<file path="src/rtl/layer6_argmax.sv">
// layer6_argmax: waits for the layer-6 pipeline, snapshots node outputs, scans them for the unsigned maximum.
module layer6_argmax #(
  parameter int NUM_NODES = 8,
  parameter int LATENCY = 3,
  parameter int IDX_W = 3
) (
  input  logic                    clk,
  input  logic                    reset,
  input  logic                    start,
  input  logic [32*NUM_NODES-1:0] N_flat,
  output logic [IDX_W-1:0]        class_idx,
  output logic [31:0]             max_val,
  output logic                    valid,
  output logic                    busy
);
  localparam int CW = $clog2(LATENCY + 1) + 1;
  typedef enum logic [1:0] {IDLE, WAIT, SCAN, DONE} state_t;
  state_t state, state_n;
  logic [CW-1:0] cnt;
  logic [IDX_W-1:0] sidx, best_idx;
  logic [31:0] best_val;
  logic [31:0] cap [NUM_NODES];
  logic grab, last, fin;
  always_ff @(posedge clk) state <= reset ? IDLE : state_n;
  always_comb begin
    state_n = state == IDLE ? (start ? WAIT : IDLE) :
              state == WAIT ? (grab ? SCAN : WAIT) :
              state == SCAN ? (last ? DONE : SCAN) : IDLE;
  end
  always_comb begin
    grab = state == WAIT && cnt == CW'(LATENCY);
    last = state == SCAN && sidx == IDX_W'(NUM_NODES - 1);
    fin = state == DONE;
  end
  // busy stays up through the valid cycle, so it spans E0+1 .. the result edge inclusive
  always_ff @(posedge clk) begin
    if (reset) begin
      cnt <= '0;
      sidx <= '0;
      best_idx <= '0;
      best_val <= '0;
      class_idx <= '0;
      max_val <= '0;
      valid <= 1'b0;
      busy <= 1'b0;
      for (int k = 0; k < NUM_NODES; k++) cap[k] <= '0;
    end else begin
      cnt <= state == IDLE ? CW'(1) : state == WAIT ? cnt + 1'b1 : cnt;
      if (grab) begin
        for (int k = 0; k < NUM_NODES; k++) cap[k] <= N_flat[32*k +: 32];
        best_val <= N_flat[31:0];
        best_idx <= '0;
        sidx <= IDX_W'(1);
      end else if (state == SCAN) begin
        if (cap[sidx] > best_val) begin
          best_val <= cap[sidx];
          best_idx <= sidx;
        end
        sidx <= sidx + 1'b1;
      end
      if (fin) begin
        class_idx <= best_idx;
        max_val <= best_val;
      end
      valid <= fin;
      busy <= state_n != IDLE || fin;
    end
  end
endmodule

</file>
<file path="config.mk">
export PLATFORM = sky130hd
export DESIGN_NAME = layer6_argmax
export DESIGN_NICKNAME = d
export VERILOG_FILES = /design/src/rtl/layer6_argmax.sv
export SDC_FILE = /design/constraint.sdc
export NUM_CORES = 1
export LEC_CHECK = 0
export BUFFER_PORTS_ARGS = -buffer_cell sky130_fd_sc_hd__buf_2
export CORE_MARGIN = 3
export CORE_UTILIZATION = 30
export DETAILED_ROUTE_END_ITERATION = 12
export GPL_TIMING_DRIVEN = 0
export HOLD_SLACK_MARGIN = 0.1
export SYNTH_ARGS = -nofsm -noshare
export SYNTH_HDL_FRONTEND = slang
export SYNTH_SLANG_ARGS = --single-unit
export TNS_END_PERCENT = 1
</file>
<file path="constraint.sdc">
create_clock -name clk -period 6.99 [get_ports clk]
set_input_delay 0.3495 -clock clk [delete_from_list [all_inputs] [get_ports clk]]
set_output_delay 0.3495 -clock clk [all_outputs]
set_load 0.05 [all_outputs]
</file>
==> results of run 1 <==
==> metrics by stage <==
| step | instances | hold WS (ns) |
|---|---|---|
| 2_1_floorplan | 1173 | 0.432 |
| 3_3_place_gp | 2148 | 0.440 |
| 3_5_place_dp | 2151 | 0.443 |
| 4_1_cts | 2433 | 0.100 |
| 5_1_grt | 2435 | 0.112 |
| 6_report | 2435 | 0.119 |
==> how the worst min path moves through the flow <==
| stage | start | to | slack (ns) | depth (start not counted) |
|---|---|---|---|---|
| after floorplan | best_idx[0] | class_idx[0] | 0.43 | 2 |
| after global placement | max_val[15] | max_val[15] | 0.44 | 2 |
| after detailed placement | max_val[14] | max_val[14] | 0.44 | 2 |
| after CTS | N_flat[69] | cap[2][5] | 0.10 | 2 |
| after global routing | N_flat[11] | cap[0][11] | 0.11 | 2 |
| final | N_flat[164] | cap[5][4] | 0.12 | 2 |
==> power by group through the flow <==
stage / sequential, mW / clock, mW / combinational, mW
floorplan: 2.28 / 0 / 0.124
global placement: 2.29 / 0 / 0.253
detailed placement: 2.28 / 0 / 0.263
CTS: 2.24 / 2.03 / 0.356
global route: 2.24 / 2.10 / 0.389
finish: 2.23 / 1.97 / 0.358
==> flip-flops by register name, summed over array words and instances, names as in the netlist, 2 cells and up <==
name / count
best_idx: 3
best_val: 32
cap: 256
class_idx: 3
cnt: 3
max_val: 32
sidx: 3
state: 2
==> layout by cell type, fill, tap and decap left out, drive strengths merged, types with 16 or more instances in the layout <==
master       Yosys  routed
buf             29     327
edfxtp         256     256
dlygate4sd3      0     215
and2           193     193
clkbuf          56     106
a21oi           85      85
dfxtp           80      80
nand2           80      80
nor2b           66      66
mux4            64      64
nor4            64      64
nor2            49      49
inv             35      37
ha              36      36
mux2            31      31
clkinv           0      16
==> repair_timing <==
action | in CTS | in global routing
hold buffers | 213 | 2
endpoints found under the setup margin | 0 | 0
setup buffers | 0 | 0
hold endpoints to repair | 223 | 2
==> logic make-up after synthesis <==
logic type	Yosys count	synth area share
AO/OA/AOI/OAI	106	0.0449
AND/OR/NAND/NOR	476	0.191
multiplexers	99	0.115
buffers and inverters	120	0.0375
adder cells (fa/ha/maj)	36	0.0283
flip-flops	336	0.584
==> per-layer routing <==
metal / up-vias / global-route usage / share of wire
met5: - / 0 / 0.00051
li1: 5375 / - / -
met1: 5653 / 0.242 / 0.43
met4: 4 / 0.0570 / 0.031
met3: 106 / 0.0346 / 0.053
met2: 376 / 0.314 / 0.48
==> synthesized netlist by cell type, types with 2 or more instances <==
cell type / n
nand2b_1: 2
clkbuf_1: 55
and2_1: 193
mux4_2: 64
nor4_1: 10
dfxtp_1: 80
o21ai_0: 4
nor2b_1: 65
ha_1: 36
nand2_1: 79
buf_2: 13
buf_12: 6
mux2_2: 31
mux2i_1: 4
nand4_2: 2
nand4_1: 6
buf_4: 4
buf_1: 5
a21oi_1: 58
o21ai_1: 5
nand3_1: 5
or4_4: 2
nor3_1: 3
edfxtp_1: 256
nor4_2: 54
nor2_1: 49
a21oi_2: 27
inv_1: 35
==> cell type report <==
cell class | instances | area, sq um
multi-input combinational | 717 | 6040
clock buffer | 50 | 1120
inverter | 35 | 131
clock inverter | 19 | 104
fill | 4870 | 30200
tap | 680 | 851
sequential | 336 | 9290
buffer | 85 | 465
timing repair buffer | 513 | 3710
==> results.md, run 1 <==
* Initial antenna violation count at 7
* Nets@finish at 2022
* Initial Util at 0.307
* IO Port Bufs at a little under 300
* Critical Path, Cell by Cell: buf_2, buf_1, mux4_2, mux2_2, ha_1, nand4_2, or4_4, o21ai_4, a31oi_2, buf_2, nor4_2, nor4_2
* Dpl hpwl at approximately 36 mm
* Crit path max fanout at 10
* Reg power frac at 0.489
* First DRT Iteration DRCs at between 700 and 800
* Comb pwr share at 0.078
* Status: complete, no violations
* RR Endpoint: best_val[14]
* Worst Setup SP: sidx[1]
* CP endpoint: best_val[14]
* DR pass1 iterations at 4
* Max Fclk at 212 MHz
* Clk Latency, worst-skew pair at about 0.55 ns
* Total power at approximately 4.6 mW
* Longest Clk Path Bufs at 3
* Setup ws final at around 2.3 ns
* Worst slack, placed at 2.29 ns
* Vias per cell at roughly 4.7
* CP peak stage delay at approximately 0.83 ns
* Global-route wire length before repair at 77.4 mm
* Clock sinks at 336
* Syn Nets at around 1500
* Seq/Total Area, Yosys at 0.584
* Required @ worst endpoint at around 7.4 ns
* FFs w/ async S/R, synth at 0
* Final GP Congestion at roughly 0.79
* Worst slew pin tran at around 1.1 ns
* Total negative slack at 0 ns
* Via Count at approximately 12000
* Worst path buffer plus inverter count at 3
* Chip width at 236 um
* Layout cells sized above 1 at 0.326
* Post-DP Area at between 0.015 and 0.02 sq mm
* Worst VDD drop at between 0.1 and 0.15 mV
* Reg2reg path depth at 12
* Post-synthesis register bit count at 336
* Fin area at between 0.02 and 0.025 sq mm
* TritonCTS clock tree: built
* Die height at approximately 240 um
* Fin util at 0.418
* Critical path endpoint category: flop
* Clk pin slew, worst setup/hold paths at approximately 0.060 ns
* EDFF count, synth at roughly 260
* Setup CP Type: reg2reg
* Worst r2r src: sidx[1]
* DR WL/cell at ~22 um
* Cells after synthesis at between 1000 and 1500
* RSZ-0062 raised after global routing: false
* Largest delay contributor family on the critical path: buffers and inverters
* WP data arrival at approximately 5.1 ns
* Mapped Avg Cell Area at 13.6 sq um
* Core area at around 0.052 sq mm
* Clk pwr share at 0.432
* Routed Antenna Nets at 0
* Reg2reg setup slack at around 2.3 ns
* Kind of start point of the critical path: flop
* Final hold violation count at 0
* Final period utilization at 0.676
* Worst clock skew at between 0.015 and 0.02 ns
* Critical path's slowest cell: buf_1
* Post-synth top area share at 0.483
* Final setup viols at 0
* Max Cap Violations at 0
* CTS root buffer: clkbuf_16
* Synth area leaders: edfxtp_1, dfxtp_1, mux4_2, and2_1, nor4_2
* Area delta synth->final at 36.4%
* Final slew viol count at 0
* Switching pwr at roughly 1.0 mW
* Yosys top cell by area: edfxtp_1
* # resized after CTS at 0
* Hold Crit Class: in2reg
* Num CTS Buffers at 39
* Synthesized cell area at around 0.016 sq mm
* IO Pins at 296
* Vias in the first global route at ~12000
* Worst rel slew slack at 0.296
* Lkg Pwr at a little over 8 nW
* Top_reg_cell synth: edfxtp_1
* Pwr dens at 210 mW/mm^2
* Internal power at around 3.5 mW
* Largest net degree at the start of global routing at 70
* Ant diodes at 0
* Std-Cell Rows at 83
* Switching Share at 0.224
* Gr ovfl total at 0
* WL final at approximately 52 mm
* Die area at about 0.056 sq mm
* Drc violations at 0
* CTS H-Tree Depth at 2
* Gr usage total at 0.186
* Post-layout min period at around 4.7 ns
* Synthesis Warnings at 0
* Yosys cell types at 48
* WP depth at 12
Note: power is estimated with default switching activity, not from simulation.
==> run 2, diff against run 1 <==
==> constraint.sdc (replaced) <==
create_clock -name clk -period 4.66 [get_ports clk]
set_input_delay 0.233 -clock clk [delete_from_list [all_inputs] [get_ports clk]]
set_output_delay 0.233 -clock clk [all_outputs]
set_load 0.05 [all_outputs]
==> run 2 against run 1 <==
First-iteration DRC count fell by 9.8%. Sequential share of layout area fell by 0.95 points. Clock power increased by 56%. Non-clock buffer count up 43. Cell count grew 1.9%. Final area up 2.3%. Register-to-register slack worse by 2.0 ns. Utilization grew 0.94 points. Clock-buffer cell count is 5 higher. Sequential cell count did not move. Critical path type unchanged.
==> results.md, run 2 (same netlist as run 1, synthesis figures left out) <==
* Final slew viol count at 0 (unchanged)
* Final setup viols at 0 (unchanged)
* Vias in the first global route at 12678 (+2.0%)
* Clk pin slew, worst setup/hold paths at 0.06 ns (about the same)
* Largest delay contributor family on the critical path: simple AND/OR/NAND/NOR gates
* Num CTS Buffers at 39 (unchanged)
* Worst rel slew slack at 0.320 (+0.0243)
* Vias per cell at 4.69 (-0.72%)
* Reg power frac at 0.479 (-0.010)
* RSZ-0062 raised after global routing: false
* Worst slew pin tran at 1.02 ns (-0.0365 ns)
* Fin util at 0.428 (+0.00945)
* Crit path max fanout at 10 (unchanged)
* Top Usage Layer GRT: met2
* DR pass1 iterations at 6 (+2)
* Worst path buffer plus inverter count at 4 (+1)
* Area delta synth->final at 39.5%
* Initial antenna violation count at 7 (unchanged)
* Most used cell, CP: nor4_2
* Met3 Use GR at 0.0429 (+0.00830)
* Gr usage total at 0.186 (+0.000570)
* Clock sinks at 336 (unchanged)
* Chip width at 236 um (unchanged)
* Setup CP Type: reg2reg
* Gr ovfl total at 0 (unchanged)
* DR WL/cell at 21.2 um (-1.5%)
* Critical path endpoint category: flop
* Max Fclk at 229 MHz (+8.2%)
* Dpl hpwl at 36.5 mm (+0.80%)
* Max reg flops at 256 (unchanged)
* GR Util met2 at 0.320 (+0.00668)
* Worst clock skew at 0.0243 ns (+0.00442 ns)
* TritonCTS clock tree: built
* WL final at 52.6 mm (+0.34%)
* CTS H-Tree Depth at 2 (unchanged)
* Required @ worst endpoint at 5.06 ns (-2.32 ns)
* Clk pwr share at 0.440 (+0.008)
* Internal power at 5.49 mW (+55%)
* Final period utilization at 0.938 (+0.261)
* Longest Clk Path Bufs at 3 (unchanged)
* Largest net degree at the start of global routing at 66 (-5.7%)
* IO Pins at 296 (unchanged)
* Die height at 236 um (unchanged)
* Worst VDD drop at 0.224 mV (+85%)
* Commonest non-fill, non-tap cells in the layout: buf_2, dlygate4sd3_1, edfxtp_1
* WP data arrival at 4.77 ns (-0.35 ns)
* Critical path's slowest cell: or4_4
* Die area at 0.0559 sq mm (unchanged)
* Lkg Pwr at 8.44 nW (+2.4%)
* Routed Antenna Nets at 0 (unchanged)
* CTS root buffer: clkbuf_16
* Setup ws final at 0.290 ns (-1.97 ns)
* First DRT Iteration DRCs at 634 (-9.8%)
* Comb pwr share at 0.081 (+0.003)
* Layout cells sized above 1 at 0.317 (-0.00853)
* Pwr dens at 315 mW/mm^2 (+50%)
* Hold Crit Class: in2reg
* Kind of start point of the critical path: flop
* Global-route wire length before repair at 77.6 mm (+0.24%)
* Initial Util at 0.307 (unchanged)
* Switching Share at 0.215 (-0.00847)
* Switching pwr at 1.51 mW (+47%)
* Top Registers: cap (256), best_val (32), max_val (32)
* Worst slack, placed at -0.0358 ns (-2.33 ns)
* Core area at 0.0519 sq mm (unchanged)
* Final hold violation count at 0 (unchanged)
* Via Count at 11647 (+1.2%)
* Total negative slack at 0 ns (unchanged)
* M1 GR Usage at 0.230 (-0.0113)
* CP peak stage delay at 0.62 ns (-0.21 ns)
* Total power at 7.00 mW (+53%)
* Leading cell type in the layout, fill and taps excluded: buf_2
* Biggest register: cap
* Std-Cell Rows at 83 (unchanged)
* Hold Slack at 0.437 ns (+0.318 ns)
* Max Cap Violations at 0 (unchanged)
* Post-layout min period at 4.37 ns (-0.358 ns)
* Status: complete, no violations
* IO Port Bufs at 295 (unchanged)
* Final GP Congestion at 0.798 (+1.2%)
* Clk Latency, worst-skew pair at 0.56 ns (about the same)
* Nets@finish at 2065 (+2.1%)
* Drc violations at 0 (unchanged)
* Critical Path, Cell by Cell: clkbuf_1, clkbuf_4, buf_4, mux4_2, mux2_2, ha_1, nand4_1, or4_4, o21ai_4, a31oi_4, buf_2, nor4_2, nor4_2
## run 2: changes by cell type in the layout (fill, tap and decap cells not counted), sizes merged
| cell | previous run | this run |
|---|---|---|
| buf | 327 | 325 |
| bufinv | 0 | 5 |
| clkbuf | 106 | 113 |
| clkdlybuf4s15 | 0 | 1 |
| clkinv | 16 | 9 |
| clkinvlp | 1 | 0 |
| diode | 0 | 2 |
| dlygate4sd3 | 215 | 257 |
| inv | 37 | 36 |
## run 2: final timing paths
kind | startpoint | end | slack, ns | cells after the start
min | reset | cap[7][11] | 0.44 | 3
max reg2reg | sidx[0] | best_val[12] | 0.29 | 13
max | sidx[0] | best_val[12] | 0.29 | 13
min reg2reg | max_val[13] | max_val[13] | 0.45 | 2
## run 2: metrics by stage
step / cell area (sq um) / instances
detailed placement: 18300 / 2152
global route: 22200 / 2480
finish: 22200 / 2481
floorplan: 15900 / 1173
global placement: 18300 / 2148
CTS: 22200 / 2479
## run 2: area by class of cell
| type | instances | area, sq um |
|---|---|---|
| well taps | 680 | 851 |
| flip-flops and latches | 336 | 9290 |
| inverters | 35 | 131 |
| plain buffers | 85 | 479 |
| repair buffers | 556 | 4140 |
| clock inverters | 15 | 208 |
| fillers | 4779 | 29700 |
| diodes | 2 | 5.00 |
| multi-input cells | 717 | 6050 |
| clock buffers | 55 | 1050 |
## run 2: tightest hold or removal path, stage by stage
cell	delay [ns]
buf_2	0.16
clkbuf_1	0.30
nor2b_1	0.18
## run 2: power groups by stage
stage,logic (mW),registers [mW],clock network (mW)
final,0.569,3.35,3.08
after global routing,0.615,3.36,3.25
after CTS,0.565,3.35,3.14
after detailed placement,0.392,3.41,0
after global placement,0.378,3.42,0
after floorplan,0.187,3.41,0
## run 2: routing by layer
metal,vias up,share of wire
met4,12,0.033
met2,391,0.49
met5,-,0.0013
li1,5459,-
met1,5664,0.42
met3,121,0.056
## run 2: what timing repair did
item | in CTS | in global routing
setup buffers | 0 | 0
setup endpoints to repair | 21 | 27
resized for setup | 4 | 3
hold buffers | 257 | 0
hold endpoints to repair | 290 | 0
==> run 3, diff against run 2 <==
--- a/config.mk
+++ b/config.mk
@@ -8,6 +8,7 @@
 export BUFFER_PORTS_ARGS = -buffer_cell sky130_fd_sc_hd__buf_2
 export CORE_MARGIN = 3
 export CORE_UTILIZATION = 30
+export CTS_BUF_LIST = sky130_fd_sc_hd__clkbuf_4
 export DETAILED_ROUTE_END_ITERATION = 12
 export GPL_TIMING_DRIVEN = 0
 export HOLD_SLACK_MARGIN = 0.1
==> run 3 against run 2 <==
Critical path depth stayed put. Cell count is 4.0% higher. Fmax is 0.23% lower. Largest power group unchanged.
==> results.md, run 3 (same netlist as run 1, synthesis figures left out) <==
* CTS H-Tree Depth at 3 (+1)
* Highest routed layer: met5
* Worst clock skew at 0.0628 ns (+0.0385 ns)
* Final setup viols at 0 (unchanged)
* Pwr dens at 303 mW/mm^2 (-3.8%)
* Reg2reg setup slack at 0.28 ns (about the same)
* Leading cell type in the layout, fill and taps excluded: buf_2
* Worst Setup SP: sidx[0]
* RR Endpoint: best_val[12]
* Initial antenna violation count at 6 (-1)
* Worst rel slew slack at 0.340 (+0.0198)
* DR pass1 iterations at 7 (+1)
* Initial Util at 0.307 (unchanged)
* IO Pins at 296 (unchanged)
* Final GP Congestion at 0.798 (unchanged)
* Nets@finish at 2122 (+2.8%)
* Die area at 0.0559 sq mm (unchanged)
* Worst VDD drop at 0.213 mV (-4.7%)
* Kind of start point of the critical path: flop
* Vias per cell at 4.70 (+0.17%)
* Longest Clk Path Bufs at 3 (unchanged)
* Critical path endpoint category: flop
* Die height at 236 um (unchanged)
* DR WL/cell at 20.7 um (-2.6%)
* WP data arrival at 5.05 ns (+0.28 ns)
* Worst slack, placed at -0.0358 ns (unchanged)
* Status: complete, no violations
* Std-Cell Rows at 83 (unchanged)
* Post-layout min period at 4.38 ns (+0.0102 ns)
* Crit path max fanout at 10 (unchanged)
* IO Port Bufs at 295 (unchanged)
* Layout cells sized above 1 at 0.350 (+0.0330)
* Total negative slack at 0 ns (unchanged)
* RSZ-0062 raised after global routing: false
* Via Count at 12132 (+4.2%)
* Gr ovfl total at 0 (unchanged)
* Core area at 0.0519 sq mm (unchanged)
* Hold Crit Class: in2reg
* WL final at 53.3 mm (+1.3%)
* Largest net degree at the start of global routing at 66 (unchanged)
* Lkg Pwr at 8.57 nW (+1.6%)
* Gr usage total at 0.189 (+0.00283)
* Most used cell, CP: nor4_2
* Worst r2r src: sidx[0]
* Area delta synth->final at 39.6%
* Post-DP Area at 0.0183 sq mm (unchanged)
* Chip width at 236 um (unchanged)
* Setup ws final at 0.280 ns (-0.0102 ns)
* Final hold violation count at 0 (unchanged)
* Clk pin slew, worst setup/hold paths at 0.07 ns (about the same)
* Critical Path, Cell by Cell: clkbuf_1, clkbuf_4, buf_4, mux4_2, mux2_2, ha_1, nand4_1, or4_4, o21ai_4, a31oi_4, buf_2, nor4_2, nor4_2
* TritonCTS clock tree: built
* CP endpoint: best_val[12]
* Max reg flops at 256 (unchanged)
* Critical path's slowest cell: or4_4
* Clk Latency, worst-skew pair at 0.83 ns (+0.27 ns)
* Dpl hpwl at 36.5 mm (unchanged)
* Fin area at 0.0222 sq mm (+0.10%)
* WL met1 at 22.1 mm (+0.84%)
* Top Registers: cap (256), best_val (32), max_val (32)
* Num CTS Buffers at 92 (+140%)
* Vias in the first global route at 13129 (+3.6%)
* Biggest register: cap
* CTS root buffer: clkbuf_4
* Reg2reg path depth at 13 (unchanged)
* CP peak stage delay at 0.62 ns (about the same)
* Routed Antenna Nets at 0 (unchanged)
* Met2 wire len at 26.0 mm (+0.51%)
* Required @ worst endpoint at 5.33 ns (+0.27 ns)
* Clock sinks at 336 (unchanged)
* Global-route wire length before repair at 78.8 mm (+1.6%)
* Drc violations at 0 (unchanged)
* Final period utilization at 0.940 (+0.00219)
* Final slew viol count at 0 (unchanged)
* Max Cap Violations at 0 (unchanged)
* Routed wire length on met3 at 3.27 mm (+10%)
* Worst slew pin tran at 0.990 ns (-0.0297 ns)
* Setup CP Type: reg2reg
* First DRT Iteration DRCs at 602 (-5.0%)
* Max Fclk at 228 MHz (-0.23%)
* Commonest non-fill, non-tap cells in the layout: buf_2, dlygate4sd3_1, edfxtp_1
[run 3: critical path, delay by kind of cell, from the launching register on]
kind,cells,cell delay (ns)
AOI/OAI and AO/OA,2,0.29
adders and majority gates,1,0.32
muxes,2,0.89
buffers and inverters,4,1.13
DFF,1,0.35
and+or+nand+nor,4,1.22
[run 3: what timing repair did]
| action | CTS | global route |
|---|---|---|
| setup buffers | 0 | 0 |
| endpoints found under the hold margin | 290 | 0 |
| endpoints found under the setup margin | 23 | 27 |
| resized for setup | 4 | 3 |
| hold buffers | 261 | 0 |
[run 3: final cells by class]
cell class | instances | area [sq um]
diodes | 2 | 5.00
plain buffers | 85 | 479
clock buffers | 138 | 1040
clock inverters | 27 | 200
fillers | 4821 | 29700
inverters | 35 | 131
multi-input cells | 717 | 6050
flip-flops and latches | 336 | 9290
well taps | 680 | 851
repair buffers | 560 | 4180
[run 3: power breakdown]
group | switching [mW] | internal (mW) | leakage [nW] | total [mW]
Combinational | 0.249 | 0.324 | 4.57 | 0.573
Sequential | 0.0294 | 3.32 | 3.28 | 3.35
Clock | 1.29 | 1.52 | 0.724 | 2.81
[run 3: worst min-delay path by stage]
| stage | from | endpoint | cells after the start |
|---|---|---|---|
| after floorplan | start | busy | 2 |
| after global placement | max_val[4] | max_val[4] | 2 |
| after detailed placement | max_val[19] | max_val[19] | 2 |
| after CTS | reset | cap[7][13] | 3 |
| after global routing | reset | cap[7][8] | 3 |
| final | reset | cap[7][13] | 3 |
[run 3: metrics by stage]
stage          hold WS (ns)  instances   util  total power, mW
6_report              0.154       2580  0.428             6.73
5_1_grt               0.134       2579  0.428             7.02
4_1_cts               0.101       2578  0.428             6.80
3_5_place_dp          0.447       2152  0.353             3.81
3_3_place_gp          0.444       2148  0.352             3.80
2_1_floorplan         0.353       1173      -             3.60
[run 3: per-layer routing]
metal  vias up  global-route usage
met3       126              0.0465
met2       461               0.320
met1      5885               0.230
li1       5650                   -
met5         -                   0
met4        10              0.0799
